**src/rtl/rightshift_iter_pkg.sv**
```systemverilog
// Shared definitions for the iterative right shifter: state encoding,
// fill-select constants and default widths.
package rightshift_iter_pkg;

  typedef enum logic [1:0] {
    ST_IDLE  = 2'd0,
    ST_SHIFT = 2'd1,
    ST_DONE  = 2'd2
  } state_t;

  localparam logic SHIFT_SRL = 1'b0;
  localparam logic SHIFT_SRA = 1'b1;

  localparam int DEFAULT_WIDTH   = 32;
  localparam int DEFAULT_SHAMT_W = 5;

endpackage

```
**src/rtl/rightshift_iter_stage.sv**
```systemverilog
// One binary-weighted right-shift stage (shift by AMOUNT when i_ctrl is set).
// Optional macro RSHIFT_STICKY_EN adds the OR of the bits dropped off the LSB end.
module rightshift_iter_stage
  import rightshift_iter_pkg::*;
#(
  parameter int WIDTH  = DEFAULT_WIDTH,
  parameter int AMOUNT = 1
) (
  input  logic [WIDTH-1:0] i_unshifted,
  input  logic             i_ctrl,
  input  logic             i_arith,
  output logic [WIDTH-1:0] o_data_result
`ifdef RSHIFT_STICKY_EN
  ,
  output logic             o_dropped
`endif
);

  localparam logic [WIDTH-1:0] FILL_MASK = ~({WIDTH{1'b1}} >> AMOUNT);

  logic w_fill;

  assign w_fill = (i_arith == SHIFT_SRA) & i_unshifted[WIDTH-1];

  assign o_data_result = i_ctrl ? ((i_unshifted >> AMOUNT) | (w_fill ? FILL_MASK : '0))
                                : i_unshifted;

`ifdef RSHIFT_STICKY_EN
  localparam logic [WIDTH-1:0] DROP_MASK = ~({WIDTH{1'b1}} << AMOUNT);

  assign o_dropped = i_ctrl & (|(i_unshifted & DROP_MASK));
`endif

endmodule

```
**src/rtl/rightshift_iter.sv**
```systemverilog
// Multi-cycle SRL/SRA right shifter, one binary-weighted stage per cycle.
// Optional macro RSHIFT_STICKY_EN adds the registered sticky output.
//
//   state    | meaning
//   ST_IDLE  | ready; accept start and latch operands
//   ST_SHIFT | apply stage 2**count, count down to 0
//   ST_DONE  | one-cycle done pulse, result registered
module rightshift_iter
  import rightshift_iter_pkg::*;
#(
  parameter int WIDTH   = DEFAULT_WIDTH,
  parameter int SHAMT_W = DEFAULT_SHAMT_W
) (
  input  logic               clock,
  input  logic               reset,
  input  logic               start,
  input  logic [WIDTH-1:0]   data_operand,
  input  logic [SHAMT_W-1:0] shamt,
  input  logic               arith,
  output logic               ready,
  output logic               busy,
  output logic               done,
  output logic [WIDTH-1:0]   data_result
`ifdef RSHIFT_STICKY_EN
  ,
  output logic               sticky
`endif
);

  localparam int CNT_W = (SHAMT_W > 1) ? $clog2(SHAMT_W) : 1;

  state_t             r_state;
  state_t             w_state_next;
  logic [WIDTH-1:0]   r_work;
  logic [SHAMT_W-1:0] r_shamt;
  logic               r_arith;
  logic [CNT_W-1:0]   r_count;
  logic [WIDTH-1:0]   r_result;
  logic               w_accept;
  logic               w_last;
  logic [WIDTH-1:0]   w_stage_data [SHAMT_W];
  logic [WIDTH-1:0]   w_sel_data;

`ifdef RSHIFT_STICKY_EN
  logic [SHAMT_W-1:0] w_stage_drop;
  logic               w_sel_drop;
  logic               r_sticky_acc;
  logic               r_sticky;
`endif

  assign w_last = (r_count == '0);

  always_ff @(posedge clock) begin
    if (reset) r_state <= ST_IDLE;
    else       r_state <= w_state_next;
  end

  always_comb begin
    w_state_next = r_state;
    ready        = 1'b0;
    busy         = 1'b0;
    done         = 1'b0;
    w_accept     = 1'b0;
    case (r_state)
      ST_IDLE: begin
        ready = 1'b1;
        if (start) begin
          w_accept     = 1'b1;
          w_state_next = ST_SHIFT;
        end
      end
      ST_SHIFT: begin
        busy = 1'b1;
        if (w_last) w_state_next = ST_DONE;
      end
      ST_DONE: begin
        done         = 1'b1;
        w_state_next = ST_IDLE;
      end
      default: w_state_next = ST_IDLE;
    endcase
  end

  for (genvar g = 0; g < SHAMT_W; g++) begin : g_stage
    rightshift_iter_stage #(
      .WIDTH (WIDTH),
      .AMOUNT(1 << g)
    ) u_stage (
      .i_unshifted  (r_work),
      .i_ctrl       (r_shamt[g]),
      .i_arith      (r_arith),
      .o_data_result(w_stage_data[g])
`ifdef RSHIFT_STICKY_EN
      ,
      .o_dropped    (w_stage_drop[g])
`endif
    );
  end

  // Only the stage addressed by the down-counter advances the working value.
  always_comb begin
    w_sel_data = r_work;
`ifdef RSHIFT_STICKY_EN
    w_sel_drop = 1'b0;
`endif
    for (int i = 0; i < SHAMT_W; i++) begin
      if (r_count == CNT_W'(i)) begin
        w_sel_data = w_stage_data[i];
`ifdef RSHIFT_STICKY_EN
        w_sel_drop = w_stage_drop[i];
`endif
      end
    end
  end

  always_ff @(posedge clock) begin
    if (reset) begin
      r_work   <= '0;
      r_shamt  <= '0;
      r_arith  <= SHIFT_SRL;
      r_count  <= '0;
      r_result <= '0;
`ifdef RSHIFT_STICKY_EN
      r_sticky_acc <= 1'b0;
      r_sticky     <= 1'b0;
`endif
    end else if (w_accept) begin
      r_work  <= data_operand;
      r_shamt <= shamt;
      r_arith <= arith;
      r_count <= CNT_W'(SHAMT_W - 1);
`ifdef RSHIFT_STICKY_EN
      r_sticky_acc <= 1'b0;
`endif
    end else if (busy) begin
      r_work <= w_sel_data;
`ifdef RSHIFT_STICKY_EN
      r_sticky_acc <= r_sticky_acc | w_sel_drop;
`endif
      if (w_last) begin
        r_result <= w_sel_data;
`ifdef RSHIFT_STICKY_EN
        r_sticky <= r_sticky_acc | w_sel_drop;
`endif
      end else begin
        r_count <= r_count - 1'b1;
      end
    end
  end

  assign data_result = r_result;
`ifdef RSHIFT_STICKY_EN
  assign sticky = r_sticky;
`endif

endmodule
```
**config.mk**
```make
export PLATFORM = sky130hd
export DESIGN_NAME = rightshift_iter
export DESIGN_NICKNAME = d
export VERILOG_FILES = /design/src/rtl/rightshift_iter_pkg.sv /design/src/rtl/rightshift_iter_stage.sv /design/src/rtl/rightshift_iter.sv
export SDC_FILE = /design/constraint.sdc
export NUM_CORES = 1
export LEC_CHECK = 0
export ABC_AREA = 1
export CAP_MARGIN = 20
export CORE_MARGIN = 4
export CORE_UTILIZATION = 45
export CTS_CLUSTER_SIZE = 25
export DETAILED_ROUTE_END_ITERATION = 7
export PLACE_DENSITY_LB_ADDON = 0.12
export SLEW_MARGIN = 0
export SYNTH_ARGS = -nofsm -noshare
export SYNTH_HDL_FRONTEND = slang
export SYNTH_SLANG_ARGS = --single-unit
```
**constraint.sdc**
```tcl
create_clock -name clock -period 1.8 [get_ports clock]
set_input_delay 0.27 -clock clock [delete_from_list [all_inputs] [get_ports clock]]
set_output_delay 0.27 -clock clock [all_outputs]
set_load 0.02 [all_outputs]
```
==> PnR_summary.wiki, run 1 <==
{| class="wikitable"
! Metric !! Value
|-
| Status || finished, violations left
|-
| Violations in the final reports || negative setup slack
|-
| Peak supply drop || approximately 0.0006 V
|-
| Number of DRC violations after detailed routing || 0
|-
| Placed Cells || approximately 1200
|-
| Post-CTS Hold Buffers || 0
|-
| Hold Vio Cnt, Final || 0
|-
| Routability congestion estimate || 0.961
|-
| CTS Buf Count || 9
|-
| DIE HEIGHT || 120 um
|-
| Max-capacitance violation count || 0
|-
| Via count of the first global-routing pass || 6384
|-
| Relative area change from synthesis to final layout || 39.5%
|-
| Die Outline Area || between 10000 and 15000 sq um
|-
| Placeable Area || ~12000 sq um
|-
| Internal power consumption || 4060 uW
|-
| Switching Share || between 30% and 40%
|-
| Area occupied by multi-input gates || between 3000 and 4000 sq um
|-
| Total nets after synthesis || approximately 1000
|-
| Type of the setup path with the least slack || reg2reg
|-
| Number of distinct library cells after synthesis || 31
|-
| Critical path's slowest cell || sky130_fd_sc_hd__dfxtp_2
|-
| Setup Viol. Count Final || 26
|-
| RSZ-0062 raised after global routing || yes
|-
| Share of total power in sequential cells || a little under a third
|-
| Actual slew at the worst max-slew pin || between 400 and 500 ps
|-
| Clock share of power || around 34%
|-
| Cell Chain, Critical Path || buf_6 -> ha_4 -> inv_4 -> nor2_4 -> buf_6 -> nor2_4 -> clkbuf_16 -> nand2_1 -> nand3_1 -> nand2_1 -> nand2_1 -> nand2_1 -> nand2_2 -> nand2_1 -> a21oi_2
|-
| Flip-flop and latch area || roughly 1500 sq um
|-
| Largest area contributor in the synthesized netlist || sky130_fd_sc_hd__dfxtp_1
|-
| CTS tree || done
|-
| Nature of the critical path endpoint || flip-flop
|-
| Length of the first detailed-routing pass in iterations || 6
|-
| Number of buffers between clock root and the deepest sink || 2
|-
| Fill cell count || ~1200
|-
| Clk sink count || between 70 and 80
|-
| Final ANT Viol Nets || 0
|-
| GRT Overall Usage || 28.8%
|-
| Fraction of final layout cells with drive strength greater than 1 || 17.9%
|-
| Cells taking the most area after synthesis || sky130_fd_sc_hd__dfxtp_1, sky130_fd_sc_hd__nand2_1, sky130_fd_sc_hd__o21ai_0
|-
| Post-synth top area share || about a quarter
|-
| Number of rows in the core area || 40
|-
| Crit path time final || about 1900 ps
|-
| Dominant cell type by count on the critical path || sky130_fd_sc_hd__nand2_1
|-
| Global-route wire length before repair || about 34000 um
|-
| Antenna diode count || 0
|-
| Max Freq || approximately 0.53 GHz
|-
| Most frequent standard cell in the layout excluding fill and tap cells || sky130_fd_sc_hd__nand2_1
|-
| Total via count after detailed routing || around 7000
|-
| Leading cell types in the layout, fill and taps excluded || sky130_fd_sc_hd__nand2_1, sky130_fd_sc_hd__o21ai_0, sky130_fd_sc_hd__a21oi_1
|-
| Routed WL || ~21000 um
|-
| Synthesized area per cell || ~5.8 sq um
|-
| CTS clock-pin slew for the worst setup and hold paths || roughly 60 ps
|-
| Worst-skew pair later-pin latency || approximately 350 ps
|-
| CP Launch Type || flip-flop
|-
| Final setup slack of the worst path || -80.7 ps
|-
| Total power of the final layout || around 6300 uW
|-
| Boundary Pins || 76
|-
| Largest stage delay, worst path || about 330 ps
|-
| Overflow left after global routing || 0
|-
| Share of the cycle needed by the critical path after routing || 104%
|-
| Horiz. Die Dim || 120 um
|-
| Buffers on Ports || between 70 and 80
|-
| Total half-perimeter wirelength after legalization and detailed placement || between 10000 and 15000 um
|-
| Standby leakage power || between 0.003 and 0.004 uW
|-
| Seq cells post-synth || 75
|-
| Worst clock skew on the final layout || roughly 6 ps
|-
| Number of violations reported at the end of detailed-routing iteration 0 || 801
|-
| Layout Nets || ~1100
|-
| Crit Path Max Fanout || 7
|-
| Mean number of vias per cell || roughly 5.7
|-
| Max-Slew Margin vs Limit || approximately 70%
|-
| Post-synthesis sequential area ratio || 26.7%
|-
| Pwr/cell area || ~800 nW/um^2
|-
| Worst min path class || in2reg
|-
| Sw Pwr || 2210 uW
|-
| Final slew viol count || 0
|-
| Post-synthesis cell area || approximately 5600 sq um
|-
| Number of instances in the synthesized netlist || between 900 and 1000
|-
| Pin count of the biggest net entering global routing || between 40 and 50
|-
| Root cell of the clock tree || sky130_fd_sc_hd__clkbuf_16
|-
| Number of H-tree levels || 3
|-
| Combinational Power Share || between 30% and 40%
|-
| Post-DR wirelength/cell || approximately 17 um
|-
| Antenna violations before repair || 0
|-
| Final non-filler cell total || about 1200
|-
| Starting density of the core || approximately 46%
|-
| Endpoint arrival time on the critical path || between 2000 and 2500 ps
|-
| Required time at the endpoint of the critical path || around 2100 ps
|-
| Yosys warning count || 0
|}
sequential cells by signal (all words and copies together) (netlist names):
name	flops
r_state	2
r_work	32
data_result	32
r_shamt	5
r_arith	1
r_count	3
what timing repair did:
action,in CTS,in global routing
pin swaps,3,35
setup buffers,3,9
setup endpoints to repair,64,65
resized for setup,22,90
endpoints found under the hold margin,0,0
cloned,3,2
power groups by stage:
stage / registers (uW) / logic, uW / clock network (uW)
2_1_floorplan: 2040 / 1100 / 0
3_3_place_gp: 2010 / 1900 / 0
3_5_place_dp: 2010 / 1910 / 0
4_1_cts: 1980 / 1960 / 2180
5_1_grt: 2020 / 2320 / 2230
6_report: 2000 / 2130 / 2150
layout make-up:
| type | instances | area share, % |
|---|---|---|
| multi-input cells | 722 | 48.5 |
| inverters | 104 | 5.14 |
| clock buffers | 11 | 3.23 |
| repair buffers | 148 | 20.0 |
| clock inverters | 4 | 1.25 |
| flip-flops and latches | 75 | 19.2 |
| well taps | 168 | 2.68 |
critical path: cells and delay by family, from the launching register on:
kind                     cells  cell delay, ps
AO/OA/AOI/OAI                1             100
AND/OR/NAND/NOR              9             710
adder cells (fa/ha/maj)      1             170
buffers and inverters        4             510
flip-flops                   1             330
stage by stage:
step	area, sq um	setup TNS (ps)	hold slack [ps]	util [%]	worst slack, ps
finish	7830	-711	288	64.7	-80.7
global route	7830	-5020	319	64.7	-163
CTS	7390	-16.6	281	61.0	-8.71
detailed placement	6880	-4000	461	56.8	-138
global placement	6880	-2490	460	56.8	-129
floorplan	5620	0	380	-	29.7
path summary, 6_finish.rpt:
path | startpoint | endpoint | slack, ps | cells after the start
setup / recovery | r_count[0] | r_work[5] | -80 | 15
hold / removal | reset | r_work[6] | 290 | 2
setup reg to reg | r_count[0] | r_work[5] | -80 | 15
hold reg to reg | data_result[22] | data_result[22] | 470 | 2
layer usage:
metal  vias to the layer above  share of wire, %  track usage (%)
met1                      3177                42             38.1
met3                        50               9.3             5.61
met5                         -                 0                0
li1                       3390                 -                -
met4                         0               2.8             10.2
met2                       379                46             46.8
cells in the mapped netlist, drive strengths merged:
library cell,count
nand3,98
buf,34
a21oi,122
a211oi,2
nor2,46
clkbuf,31
o21ai,149
nand2,263
o211ai,15
ha,5
dfxtp,75
o21a,1
inv,103
nor3,3
nand4,9
a22oi,6
clkinv,1
cell families after synthesis:
kind of cell | Yosys count | share of synthesized area (%)
compound gates | 295 | 27.4
flops | 75 | 26.7
simple gates | 419 | 32.3
buf+inv | 169 | 12.5
fa+ha+maj | 5 | 1.11
Note: power is estimated with default switching activity, not from simulation.
==> run 2: changes to the inputs <==
--- a/config.mk
+++ b/config.mk
@@ -7,4 +7,5 @@
 export LEC_CHECK = 0
 export ABC_AREA = 1
+export ABC_CLOCK_PERIOD_IN_PS = 1800
 export CAP_MARGIN = 20
 export CORE_MARGIN = 4
@@ -13,4 +14,5 @@
 export DETAILED_ROUTE_END_ITERATION = 7
 export PLACE_DENSITY_LB_ADDON = 0.12
+export REMOVE_ABC_BUFFERS = 1
 export SLEW_MARGIN = 0
 export SYNTH_ARGS = -nofsm -noshare
==> constraint.sdc (replaced) <==
create_clock -name clock -period 1.8 [get_ports clock]
set_input_delay 0.45 -clock clock [delete_from_list [all_inputs] [get_ports clock]]
set_output_delay 0.45 -clock clock [all_outputs]
set_load 0.02 [all_outputs]
==> run 2 against run 1 <==
The run still ends with negative setup slack left. Non-clock buffer count shrank 3. Clock power shrank 22%. Critical path depth shrank 1. Register-to-register slack gained 50 ps. Sequential cell count is the same. Combinational power is essentially flat. Wire length grew 0.65%. Highest routed layer unchanged.
==> PnR_summary.wiki, run 2 (synthesized netlist as in run 1, its figures left out) <==
{| class="wikitable"
! Metric !! Value
|-
| Status || finished, violations left
|-
| Violations in the final reports || negative setup slack
|-
| Mean number of vias per cell || approximately 5.7
|-
| Peak supply drop || 0.000425 V
|-
| Hold Crit Start || data_result[29]
|-
| Cell Chain, Critical Path || inv_6 -> ha_4 -> nand2_4 -> buf_12 -> inv_4 -> nand2_8 -> buf_12 -> o21ai_1 -> a21oi_2 -> nand2_1 -> nand2_1 -> nand2_2 -> o21ai_2 -> inv_1
|-
| Number of buffers between clock root and the deepest sink || 2
|-
| CTS tree || done
|-
| Die Outline Area || approximately 14000 sq um
|-
| Worst reg2reg path startpoint || r_count[0]
|-
| Final setup slack of the worst path || -28.0 ps
|-
| Root cell of the clock tree || sky130_fd_sc_hd__clkbuf_16
|-
| Most frequent standard cell in the layout excluding fill and tap cells || sky130_fd_sc_hd__nand2_1
|-
| Pin count of the biggest net entering global routing || 49
|-
| Layout Nets || 1102
|-
| Post-DR wirelength/cell || 17.5 um
|-
| Total via count after detailed routing || 7038
|-
| Leading cell types in the layout, fill and taps excluded || sky130_fd_sc_hd__nand2_1, sky130_fd_sc_hd__o21ai_0, sky130_fd_sc_hd__a21oi_1
|-
| Number of DRC violations after detailed routing || 0
|-
| Worst reg2reg path endpoint || data_result[12]
|-
| Internal power consumption || between 3000 and 4000 uW
|-
| Relative area change from synthesis to final layout || 37.9%
|-
| Routed WL || about 21000 um
|-
| Hold Vio Cnt, Final || 0
|-
| Worst setup slack for register-to-register paths || -30 ps
|-
| Overflow left after global routing || 0
|-
| Buffers on Ports || 75
|-
| Post-placement setup slack || -213 ps
|-
| Worst reg-to-reg path cell count || 14
|-
| CTS clock-pin slew for the worst setup and hold paths || around 60 ps
|-
| Launch point of the worst path || r_count[0]
|-
| GRT Overall Usage || between 20 and 30%
|-
| Endpoint arrival time on the critical path || ~2100 ps
|-
| Crit Path Max Fanout || 5
|-
| Placeable Area || 12100 sq um
|-
| Final slew viol count || 0
|-
| Max-Slew Margin vs Limit || 66.0%
|-
| Antenna violations before repair || 0
|-
| Pwr/cell area || about 750 nW/um^2
|-
| Antenna diode count || 0
|-
| Fraction of final layout cells with drive strength greater than 1 || between 10% and 20%
|-
| Starting density of the core || 46.4%
|-
| Total half-perimeter wirelength after legalization and detailed placement || roughly 14000 um
|-
| Length of the first detailed-routing pass in iterations || 6
|-
| Required time at the endpoint of the critical path || between 2000 and 2500 ps
|-
| Via count of the first global-routing pass || about 6200
|-
| Clk sink count || between 70 and 80
|-
| RSZ-0062 raised after global routing || yes
|-
| Max-capacitance violation count || 0
|-
| Worst min path class || reg2reg
|-
| Number of rows in the core area || 40
|-
| Horiz. Die Dim || roughly 120 um
|-
| Critical path's slowest cell || sky130_fd_sc_hd__dfxtp_4
|-
| Sw Pwr || between 2000 and 2500 uW
|-
| Combinational Power Share || a little over a third
|-
| Clock share of power || just under 30%
|-
| CP Launch Type || flip-flop
|-
| Number of violations reported at the end of detailed-routing iteration 0 || ~1000
|-
| Setup Viol. Count Final || 6
|-
| Share of the cycle needed by the critical path after routing || 102%
|-
| Final ANT Viol Nets || 0
|-
| Actual slew at the worst max-slew pin || about 500 ps
|-
| CTS Buf Count || 9
|-
| Standby leakage power || between 0.003 and 0.004 uW
|-
| DIE HEIGHT || between 100 and 150 um
|-
| Max Freq || roughly 0.55 GHz
|-
| Switching Share || about two fifths
|-
| Share of total power in sequential cells || a little over a third
|-
| Worst hold margin || 467 ps
|-
| Crit path time final || 1830 ps
|-
| Worst-skew pair later-pin latency || 350 ps
|-
| Worst clock skew on the final layout || ~5.0 ps
|-
| Fill cell count || approximately 1200
|-
| Boundary Pins || 76
|-
| Global-route wire length before repair || 33500 um
|-
| Post-CTS Hold Buffers || 0
|-
| Crit path to || data_result[12]
|-
| Type of the setup path with the least slack || reg2reg
|-
| Nature of the critical path endpoint || flip-flop
|-
| Number of H-tree levels || 3
|-
| Routability congestion estimate || 0.946
|-
| Largest stage delay, worst path || around 380 ps
|}
-- run 2: cell types whose count changed in the layout (fill, tap and decap cells not counted), moves of 3 or more --
cell and change:
sky130_fd_sc_hd__nand2_4 -4, sky130_fd_sc_hd__bufinv_16 -3, sky130_fd_sc_hd__clkbuf_1 +3, sky130_fd_sc_hd__clkdlybuf4s50_1 -3, sky130_fd_sc_hd__inv_2 -3, sky130_fd_sc_hd__nand3_2 +6, sky130_fd_sc_hd__nand3_1 -7
-- run 2: power groups by stage --
stage          sequential, uW  combinational (uW)  clock (uW)
2_1_floorplan            2090                 967           0
3_3_place_gp             2020                1870           0
6_report                 2000                2100        1670
3_5_place_dp             2010                1880           0
5_1_grt                  2020                2310        1760
4_1_cts                  1980                1920        1670
-- run 2: final cells by class --
type / instances / area (sq um) / area share [%]
multi-input cells: 721 / 3820 / 49.4
repair buffers: 145 / 1540 / 19.9
flip-flops and latches: 75 / 1510 / 19.5
inverters: 104 / 408 / 5.27
clock buffers: 13 / 250 / 3.23
well taps: 168 / 210 / 2.71
-- run 2: repair_timing --
item | CTS | global route
endpoints found under the setup margin | 67 | 62
pin swaps | 3 | 43
buffers inserted | 6 | 1
cloned | 3 | 3
resized for setup | 22 | 105
-- run 2: worst max-delay path, delay by kind of cell (launching register included) --
kind                     cells  cell delay (ps)
flip-flops                   1              380
adder cells (fa/ha/maj)      1              160
AND/OR/NAND/NOR              5              400
buffers and inverters        5              410
AO/OA/AOI/OAI                3              390
-- run 2: worst min path at each step --
stage                                 end  cells past startpoint
after global placement    data_result[27]                      2
after detailed placement  data_result[29]                      2
after CTS                 data_result[29]                      2
after global routing      data_result[24]                      2
after floorplan                r_count[0]                      2
final                     data_result[29]                      2
-- run 2: through the flow --
stage          util, %  area (sq um)  instances  total power [uW]  TNS, ps
6_report          63.9          7740       1226              5780    -82.7
5_1_grt           63.9          7740       1226              6090    -3120
4_1_cts           60.3          7300       1222              5570    -88.9
3_5_place_dp      56.5          6840       1200              3900    -7160
3_3_place_gp      56.5          6840       1200              3890    -4780
2_1_floorplan        -          5310        898              3060   -36760
-- run 2: layer usage --
layer | wire length [um] | track usage (%) | up-vias
met5 | 0 | 0 | -
met4 | 624 | 8.80 | 0
met3 | 2250 | 6.31 | 65
met2 | 9360 | 43.9 | 419
met1 | 9260 | 41.1 | 3170
li1 | - | - | 3384
